$ cat config.mk
export PLATFORM = sky130hd
export DESIGN_NAME = noc_vc_input_port
export DESIGN_NICKNAME = d
export VERILOG_FILES = /design/src/rtl/noc_vc_input_port.sv
export SDC_FILE = /design/constraint.sdc
export NUM_CORES = 1
export LEC_CHECK = 0
export ABC_AREA = 1
export BUFFER_PORTS_ARGS = -buffer_cell sky130_fd_sc_hd__clkbuf_2
export CAP_MARGIN = 15
export CORE_ASPECT_RATIO = 1.2
export CORE_MARGIN = 1
export CORE_UTILIZATION = 50
export DETAILED_ROUTE_END_ITERATION = 12
export GPL_ROUTABILITY_DRIVEN = 0
export PLACE_DENSITY = 0.69
export SYNTH_ARGS = -nofsm -noshare
export SYNTH_HDL_FRONTEND = slang
export SYNTH_SLANG_ARGS = --single-unit
$ cat constraint.sdc
create_clock -name clk -period 2.4 [get_ports clk]
set_input_delay 0.12 -clock clk [delete_from_list [all_inputs] [get_ports clk]]
set_output_delay 0.12 -clock clk [all_outputs]
set_load 0.02 [all_outputs]
$ cat src/rtl/noc_vc_input_port.sv
// noc_vc_input_port: buffered mesh-router input port.
// Holds packets in NUM_VC independent FIFOs. A round-robin arbiter picks one
// VC per cycle, and its head is loaded into a registered output stage together
// with its XY-routed one-hot direction request.
module noc_vc_input_port #(
   parameter int COORD_LENGTH    = 3,
   parameter int PACKET_LENGTH   = 27,
   parameter int NUM_VC          = 2,
   parameter int LOG2_FIFO_DEPTH = 3,
   localparam int VC_W           = (NUM_VC > 1) ? $clog2(NUM_VC) : 1
) (
   input  logic                     clk,
   input  logic                     arst_n,
   input  logic [COORD_LENGTH-1:0]  my_x,
   input  logic [COORD_LENGTH-1:0]  my_y,
   input  logic                     in_valid,
   input  logic [VC_W-1:0]          in_vc,
   input  logic [PACKET_LENGTH-1:0] in_data,
   output logic [NUM_VC-1:0]        in_ready,
   output logic                     out_valid,
   output logic [PACKET_LENGTH-1:0] out_data,
   output logic [VC_W-1:0]          out_vc,
   output logic [4:0]               out_req,
   input  logic                     out_ready,
   output logic [NUM_VC-1:0]        vc_empty,
   output logic                     err_overflow
);

   localparam int DEPTH = 1 << LOG2_FIFO_DEPTH;
   localparam int CNT_W = LOG2_FIFO_DEPTH + 1;
   localparam logic [LOG2_FIFO_DEPTH-1:0] PTR_ONE = 1;
   localparam logic [CNT_W-1:0]           CNT_ONE = 1;
   localparam logic [CNT_W-1:0]           CNT_FULL = DEPTH[CNT_W-1:0];

   localparam logic [4:0] REQ_LOCAL = 5'b00001;
   localparam logic [4:0] REQ_EAST  = 5'b00010;
   localparam logic [4:0] REQ_NORTH = 5'b00100;
   localparam logic [4:0] REQ_WEST  = 5'b01000;
   localparam logic [4:0] REQ_SOUTH = 5'b10000;

   logic [NUM_VC-1:0][PACKET_LENGTH-1:0] head;
   logic [NUM_VC-1:0]                    push;
   logic [NUM_VC-1:0]                    pop;
   logic [NUM_VC-1:0]                    nonempty;
   logic                                 in_vc_ok;
   logic [VC_W-1:0]                      last_grant_reg;
   logic [VC_W-1:0]                      grant;
   logic [VC_W-1:0]                      cand;
   logic                                 grant_any;
   logic                                 load;
   logic [PACKET_LENGTH-1:0]             grant_data;

   // XY dimension-ordered routing: resolve X first, then Y, else deliver locally.
   function automatic logic [4:0] xy_route(input logic [PACKET_LENGTH-1:0] pkt,
                                           input logic [COORD_LENGTH-1:0]  cur_x,
                                           input logic [COORD_LENGTH-1:0]  cur_y);
      logic [COORD_LENGTH-1:0] dx;
      logic [COORD_LENGTH-1:0] dy;
      dx = pkt[PACKET_LENGTH-2 -: COORD_LENGTH];
      dy = pkt[PACKET_LENGTH-2-COORD_LENGTH -: COORD_LENGTH];
      if (dx > cur_x)      return REQ_EAST;
      else if (dx < cur_x) return REQ_WEST;
      else if (dy > cur_y) return REQ_NORTH;
      else if (dy < cur_y) return REQ_SOUTH;
      else                 return REQ_LOCAL;
   endfunction

   // Out-of-range VC numbers are possible when NUM_VC is not a power of two.
   assign in_vc_ok = (32'(in_vc) < NUM_VC);

   generate
      for (genvar gi = 0; gi < NUM_VC; gi++) begin : g_vc
         logic [PACKET_LENGTH-1:0]   mem [DEPTH];
         logic [LOG2_FIFO_DEPTH-1:0] wr_ptr_reg;
         logic [LOG2_FIFO_DEPTH-1:0] rd_ptr_reg;
         logic [CNT_W-1:0]           count_reg;

         // Ready and empty come from the registered count only, so a pop in the
         // same cycle cannot make a full FIFO look writable.
         assign in_ready[gi] = (count_reg != CNT_FULL);
         assign vc_empty[gi] = (count_reg == '0);
         assign nonempty[gi] = ~vc_empty[gi];
         assign push[gi]     = in_valid && in_vc_ok && (in_vc == VC_W'(gi)) && in_ready[gi];
         assign pop[gi]      = load && (grant == VC_W'(gi));
         assign head[gi]     = mem[rd_ptr_reg];

         // Packet storage; contents need no reset because the count gates reads.
         always_ff @(posedge clk) begin
            if (push[gi]) begin
               mem[wr_ptr_reg] <= in_data;
            end
         end

         // Pointer and occupancy bookkeeping; pointers wrap naturally at the depth.
         always_ff @(posedge clk or negedge arst_n) begin
            if (!arst_n) begin
               wr_ptr_reg <= '0;
               rd_ptr_reg <= '0;
               count_reg  <= '0;
            end else begin
               if (push[gi]) wr_ptr_reg <= wr_ptr_reg + PTR_ONE;
               if (pop[gi])  rd_ptr_reg <= rd_ptr_reg + PTR_ONE;
               if (push[gi] && !pop[gi])      count_reg <= count_reg + CNT_ONE;
               else if (!push[gi] && pop[gi]) count_reg <= count_reg - CNT_ONE;
            end
         end
      end
   endgenerate

   // Round-robin search upward from last grant + 1; walking the candidates from
   // farthest to nearest lets the nearest non-empty VC win.
   always_comb begin
      grant     = last_grant_reg;
      grant_any = 1'b0;
      cand      = '0;
      for (int i = NUM_VC; i >= 1; i--) begin
         cand = VC_W'((int'(last_grant_reg) + i) % NUM_VC);
         if (nonempty[cand]) begin
            grant     = cand;
            grant_any = 1'b1;
         end
      end
   end

   assign grant_data = head[grant];
   assign load       = grant_any && (!out_valid || out_ready);

   // Output stage: load a new head when free or being drained, else hold.
   always_ff @(posedge clk or negedge arst_n) begin
      if (!arst_n) begin
         out_valid      <= 1'b0;
         out_data       <= '0;
         out_vc         <= '0;
         out_req        <= '0;
         last_grant_reg <= VC_W'(NUM_VC - 1);
      end else if (load) begin
         out_valid      <= 1'b1;
         out_data       <= grant_data;
         out_vc         <= grant;
         out_req        <= xy_route(grant_data, my_x, my_y);
         last_grant_reg <= grant;
      end else if (out_ready) begin
         out_valid <= 1'b0;
      end
   end

   // Sticky flag for any offered packet that was not stored.
   always_ff @(posedge clk or negedge arst_n) begin
      if (!arst_n) begin
         err_overflow <= 1'b0;
      end else if (in_valid && (push == '0)) begin
         err_overflow <= 1'b1;
      end
   end

endmodule

==> results of run 1 <==
[where the power goes]
part / internal [µW] / switching [µW]
sequential: 10300 / 534
clock: 4500 / 3070
combinational: 3370 / 7060
total: 18200 / 10700
[cells in the mapped netlist (all sizes together)]
cell type    n
nand2      490
edfxtp     432
nor2       325
o21ai      156
inv        127
nand3      106
buf         63
dfrtp       55
clkbuf      25
o211ai      23
ha          16
a21oi        6
xnor2        4
xor2         4
fa           2
mux2         2
nand3b       2
nand4        2
or2          2
a31o         1
and2         1
dfstp        1
[cell families after synthesis]
| logic type | after synthesis | synth area share (%) |
|---|---|---|
| DFF | 488 | 70.7 |
| and+or+nand+nor | 928 | 18.1 |
| AOI/OAI and AO/OA | 186 | 4.92 |
| buffers and inverters | 215 | 4.63 |
| muxes | 2 | 0.111 |
| adders and majority gates | 18 | 1.18 |
| xor gates and xnor gates | 8 | 0.345 |
[how the worst max path moves through the flow]
stage	from	endpoint	slack, ns	cells past startpoint
after global placement	g_vc[0].count_reg[0]$_DFFE_PN0P_	g_vc[0].count_reg[3]$_DFFE_PN0P_	0.06	14
after global routing	g_vc[1].count_reg[1]$_DFFE_PN0P_	g_vc[0].count_reg[3]$_DFFE_PN0P_	-0.02	15
final	g_vc[1].count_reg[1]$_DFFE_PN0P_	g_vc[0].count_reg[3]$_DFFE_PN0P_	0.12	15
after CTS	g_vc[1].count_reg[0]$_DFFE_PN0P_	g_vc[1].count_reg[3]$_DFFE_PN0P_	0.007	15
after floorplan	g_vc[1].count_reg[0]$_DFFE_PN0P_	g_vc[1].mem[0][0]$_DFFE_PP_	-0.36	5
after detailed placement	g_vc[0].count_reg[0]$_DFFE_PN0P_	g_vc[0].count_reg[3]$_DFFE_PN0P_	-0.04	14
[what timing repair did]
item                                   4_1_cts  5_1_grt
hold buffers                                24        0
gates resized for setup                      1       23
buffers inserted                             1        8
endpoints found under the hold margin      343        0
pin swaps                                    1        5
setup endpoints to repair                    1        7
[per-layer routing]
| metal | wire length [µm] | up-vias |
|---|---|---|
| li1 | - | 6422 |
| met1 | 19800 | 6664 |
| met2 | 24900 | 501 |
| met3 | 3200 | 97 |
| met4 | 1440 | 2 |
| met5 | 13 | - |
[metrics by stage]
step                area, µm²  power (µW)  hold slack [ns]  setup WS [ns]
detailed placement      21700       21000            0.179        -0.0379
floorplan               20400       17800           -0.176         -0.359
global placement        21700       20700            0.168         0.0612
CTS                     23500       28600          0.00225        0.00669
global route            23700       30500           0.0192        -0.0247
finish                  23700       28800           0.0146          0.116
[cell type report]
cell class,count,area share [%]
multi-input combinational,1142,22.0
sequential,488,60.8
clock buffer,67,5.63
timing repair buffer,167,5.69
inverter,127,2.06
tap,533,2.82
clock inverter,19,1.02
==> results_dict.tcl, run 1 <==
set metrics [dict create \
    top_usage_layer "met2" \
    synth_cell_types 33 \
    ios 77 \
    layout_common_cells "488 x nand2_1, 432 x edfxtp_1, 303 x nor2_1" \
    crit_buf_inv 2 \
    use_met2_pct 41.9 \
    syn_area_um2 20300 \
    synthTopCellsByArea "edfxtp_1 64%, nand2_1 9.0%, dfrtp_1 6.8%, nor2_1 5.9%, o21ai_0 3.6%" \
    max-cap-violations 0 \
    hpwl_um 27400 \
    reg2reg_to "g_vc[0].count_reg[3]$_DFFE_PN0P_" \
    clock_latency_ns 0.56 \
    worstHoldStart "in_data[13]" \
    fmax_ghz 0.438 \
    period_share_pct 95.2 \
    grt_use_met3_pct 3.51 \
    clk_pin_slew_ns 0.06 \
    regArea_um2 14400 \
    grt_pass1_wl_um 75300 \
    die_width_um 186 \
    fill_cells 3181 \
    drt_wl_total_um 49300 \
    via_count 13700 \
    yosysWarnings 0 \
    antenna_found_initial 1 \
    dieHeight_um 223 \
    start_kind "flip-flop" \
    syn_area_per_cell_um2 11.0 \
    fin_tns_setup_ns 0 \
    hp-class "primary input to flip-flop" \
    drt_iter0_markers 930 \
    yosysSeqAreaShare_pct 70.7 \
    powerDensity_nw_per_um2 1220 \
    r2r_start "g_vc[1].count_reg[1]$_DFFE_PN0P_" \
    hold_depth 1 \
    fin_nets 2029 \
    syn_nets 1901 \
    slew_headroom_pct 37.7 \
    coreArea_um2 39900 \
    path_cells "nor2_4, nand3_4, nand2_1, nand2_2, nor2_4, inv_1, ha_1, inv_2, ha_4, a21oi_1, nand2_1, a21oi_2, o21ai_0, nand2_1, nand2_1" \
    start_util_pct 50.9 \
    drt-wirelength-per-cell_um 19.4 \
    leakage_uw 0.00939 \
    layout-drive-gt1-share_pct 13.3 \
    critPathCaptureType "flip-flop" \
    largest_reg_flops 432 \
    grt_max_degree 86 \
    synth_seq_cells 488 \
    worst_path_most_repeated_cell "nand2_1" \
    dieArea_um2 41500 \
    synth_top_area_cell "edfxtp_1" \
    finalNonFillerCells 2543 \
    io_buffer_count 76 \
    ir_drop_v 0.000820 \
    r2r_slack_ns 0.12 \
    critPathSlowestCell "dfrtp_2" \
    cts_buffer_depth 3 \
    critPathArrivalTime_ns 2.73 \
    mostFrequentLayoutCell "nand2_1" \
    h-tree-depth 2 \
    status "finished, final reports clean" \
    dr.pass1.iters 5 \
    antenna_cells 0 \
    fin_crit_ns 2.28 \
    place_inst 2424 \
    worst-setup-path-type "flip-flop to flip-flop" \
    cts_buffers 47 \
    drcViolationCount 0 \
    grt.total_usage_pct 24.3 \
    met1_usage_pct 31.0 \
    grt_overflow_total 0 \
    min_to "g_vc[0].mem[3][13]$_DFFE_PP_" \
    crit_required_ns 2.85 \
    setup_viol 0 \
    final_hold_viol_count 0 \
    tritoncts "built" \
    critPathMaxFanout 6 \
    vias_per_cell 5.38 \
    worst_path_largest_cell_delay_ns 0.43 \
    drv_slew 0 \
    tightestPinTransition_ns 0.935 \
    rows 80 \
    cts_root_buffer "clkbuf_16" \
    antenna_left 0 \
    path_delay_family "simple AND/OR/NAND/NOR gates" \
    fin_skew_ns 0.0155 \
    synthCells 1845 \
    clkSinkCount 488 \
    syn_to_final_growth_pct 16.5 \
    ff2ff_path_depth 15 \
    grt_pass1_vias 13400 \
    multi_input_area_um2 5220 \
    synth_top_area_share_pct 63.8 \
    fin_util_pct 59.3 \
]
Power figures use the tool's default switching activity.
==> run 2, diff against run 1 <==
--- a/config.mk
+++ b/config.mk
@@ -11,6 +11,7 @@
 export CORE_ASPECT_RATIO = 1.2
 export CORE_MARGIN = 1
 export CORE_UTILIZATION = 50
+export CTS_BUF_LIST = sky130_fd_sc_hd__clkbuf_4
 export DETAILED_ROUTE_END_ITERATION = 12
 export GPL_ROUTABILITY_DRIVEN = 0
 export PLACE_DENSITY = 0.69
==> results_dict.tcl, run 2 (synthesis gave the netlist of run 1 again) <==
set metrics [dict create \
    r2r_slack_ns 0.11 \
    hp-class "primary input to flip-flop" \
    rows 80 \
    via_count 14200 \
    fill_cells 3235 \
    path_cells "nor2_4, nand3_4, o21ai_4, buf_12, nor2_8, inv_4, ha_4, inv_4, ha_1, nand3_1, nand2_1, buf_4, o211ai_1, nand2_1" \
    die_width_um 186 \
    clkSinkCount 488 \
    antenna_left 0 \
    mostFrequentLayoutCell "nand2_1" \
    crit_required_ns 3.10 \
    dieArea_um2 41500 \
    cts_buffer_depth 3 \
    max-cap-violations 0 \
    start_util_pct 50.9 \
    io_buffer_count 76 \
    layout-drive-gt1-share_pct 18.0 \
    syn_to_final_growth_pct 17.1 \
    setup_viol 0 \
    final_hold_viol_count 0 \
    tightestPinTransition_ns 0.947 \
    fin_crit_ns 2.29 \
    critPathMaxFanout 5 \
    cts_root_buffer "clkbuf_4" \
    worst-setup-path-type "flip-flop to flip-flop" \
    clock_latency_ns 0.84 \
    drcViolationCount 0 \
    ios 77 \
    setup_ws_ns 0.112 \
    dr.pass1.iters 5 \
    status "finished, final reports clean" \
    fin_skew_ns 0.0531 \
    drt-wirelength-per-cell_um 18.6 \
    critPathArrivalTime_ns 2.99 \
    fin_tns_setup_ns 0 \
    antenna_found_initial 2 \
    leakage_uw 0.00962 \
    critPathSlowestCell "dfrtp_1" \
    slew_headroom_pct 36.9 \
    worst_path_largest_cell_delay_ns 0.40 \
    fmax_ghz 0.437 \
    h-tree-depth 3 \
    start_kind "flip-flop" \
    grt_max_degree 86 \
    fin_nets 2115 \
    dieHeight_um 223 \
    path_delay_family "simple AND/OR/NAND/NOR gates" \
    vias_per_cell 5.27 \
    whs_ns 0.182 \
    period_share_pct 95.3 \
    drv_slew 0 \
    tritoncts "built" \
    regArea_um2 14400 \
    cts_buffers 116 \
    dpl_worst_slack_ns -0.0379 \
    largest_reg_flops 432 \
    ir_drop_v 0.000859 \
    grt_overflow_total 0 \
    clk_pin_slew_ns 0.07 \
    crit_buf_inv 4 \
    critPathCaptureType "flip-flop" \
    drt_iter0_markers 917 \
    hpwl_um 27400 \
    coreArea_um2 39900 \
    grt.total_usage_pct 24.8 \
    powerDensity_nw_per_um2 1180 \
    multi_input_area_um2 5210 \
    grt_pass1_wl_um 76300 \
    drt_wl_total_um 50000 \
    grt_pass1_vias 14000 \
    layout_common_cells "487 x nand2_1, 432 x edfxtp_1, 304 x nor2_1" \
]
==> run 2: path summary, 6_finish.rpt <==
path / startpoint / end / cells past startpoint
max: g_vc[0].count_reg[1]$_DFFE_PN0P_ / g_vc[1].count_reg[3]$_DFFE_PN0P_ / 14
min: out_ready / out_valid$_DFFE_PN0P_ / 5
max reg2reg: g_vc[0].count_reg[1]$_DFFE_PN0P_ / g_vc[1].count_reg[3]$_DFFE_PN0P_ / 14
min reg2reg: out_data[25]$_DFFE_PN0P_ / out_data[25]$_DFFE_PN0P_ / 2
max in group asynchronous: arst_n / last_grant_reg$_DFFE_PN1P_ / 4
min in group asynchronous: arst_n / out_data[14]$_DFFE_PN0P_ / 4
==> run 2: power by group <==
group	internal (µW)	leakage [µW]	switching, µW
Combinational	3440	0.00413	7080
Clock	3550	0.000919	3220
Sequential	10300	0.00457	532
Total	17300	0.00962	10800
==> run 2: final cells by class <==
class / count / area share [%]
clock buffers: 175 / 5.52
well taps: 533 / 2.80
diodes: 1 / 0.0105
multi-input cells: 1142 / 21.9
inverters: 127 / 2.05
repair buffers: 184 / 6.41
clock inverters: 42 / 0.909
flip-flops and latches: 488 / 60.4
==> run 2: per-layer routing <==
layer	vias to the layer above	GRT usage [%]	share of wire (%)	routed length (µm)
met4	2	11.4	3.4	1710
met2	568	41.6	50	24900
met3	125	4.77	7.4	3690
met5	-	0	0.034	17
met1	6794	30.8	39	19700
li1	6694	-	-	-
==> run 2: worst min-delay path: cells and delay by family <==
| family | cells | cell delay [ns] |
|---|---|---|
| AND/OR/NAND/NOR | 2 | 0.21 |
| buffers and inverters | 3 | 0.64 |
==> run 2: through the flow <==
step	total power, µW	area (µm²)	util, %	cells
6_report	28100	23800	59.6	2692
2_1_floorplan	17800	20400	-	1845
4_1_cts	27900	23600	59.2	2681
3_5_place_dp	21000	21700	54.3	2424
5_1_grt	30000	23800	59.6	2692
3_3_place_gp	20700	21700	54.3	2424
==> run 2: repair_timing <==
| item | in CTS | in global routing |
|---|---|---|
| gates cloned | 0 | 1 |
| hold buffers | 39 | 0 |
| hold endpoints to repair | 506 | 0 |
| pin swaps | 1 | 6 |
| buffers inserted | 1 | 9 |
| setup endpoints to repair | 1 | 8 |
| resized for setup | 1 | 22 |
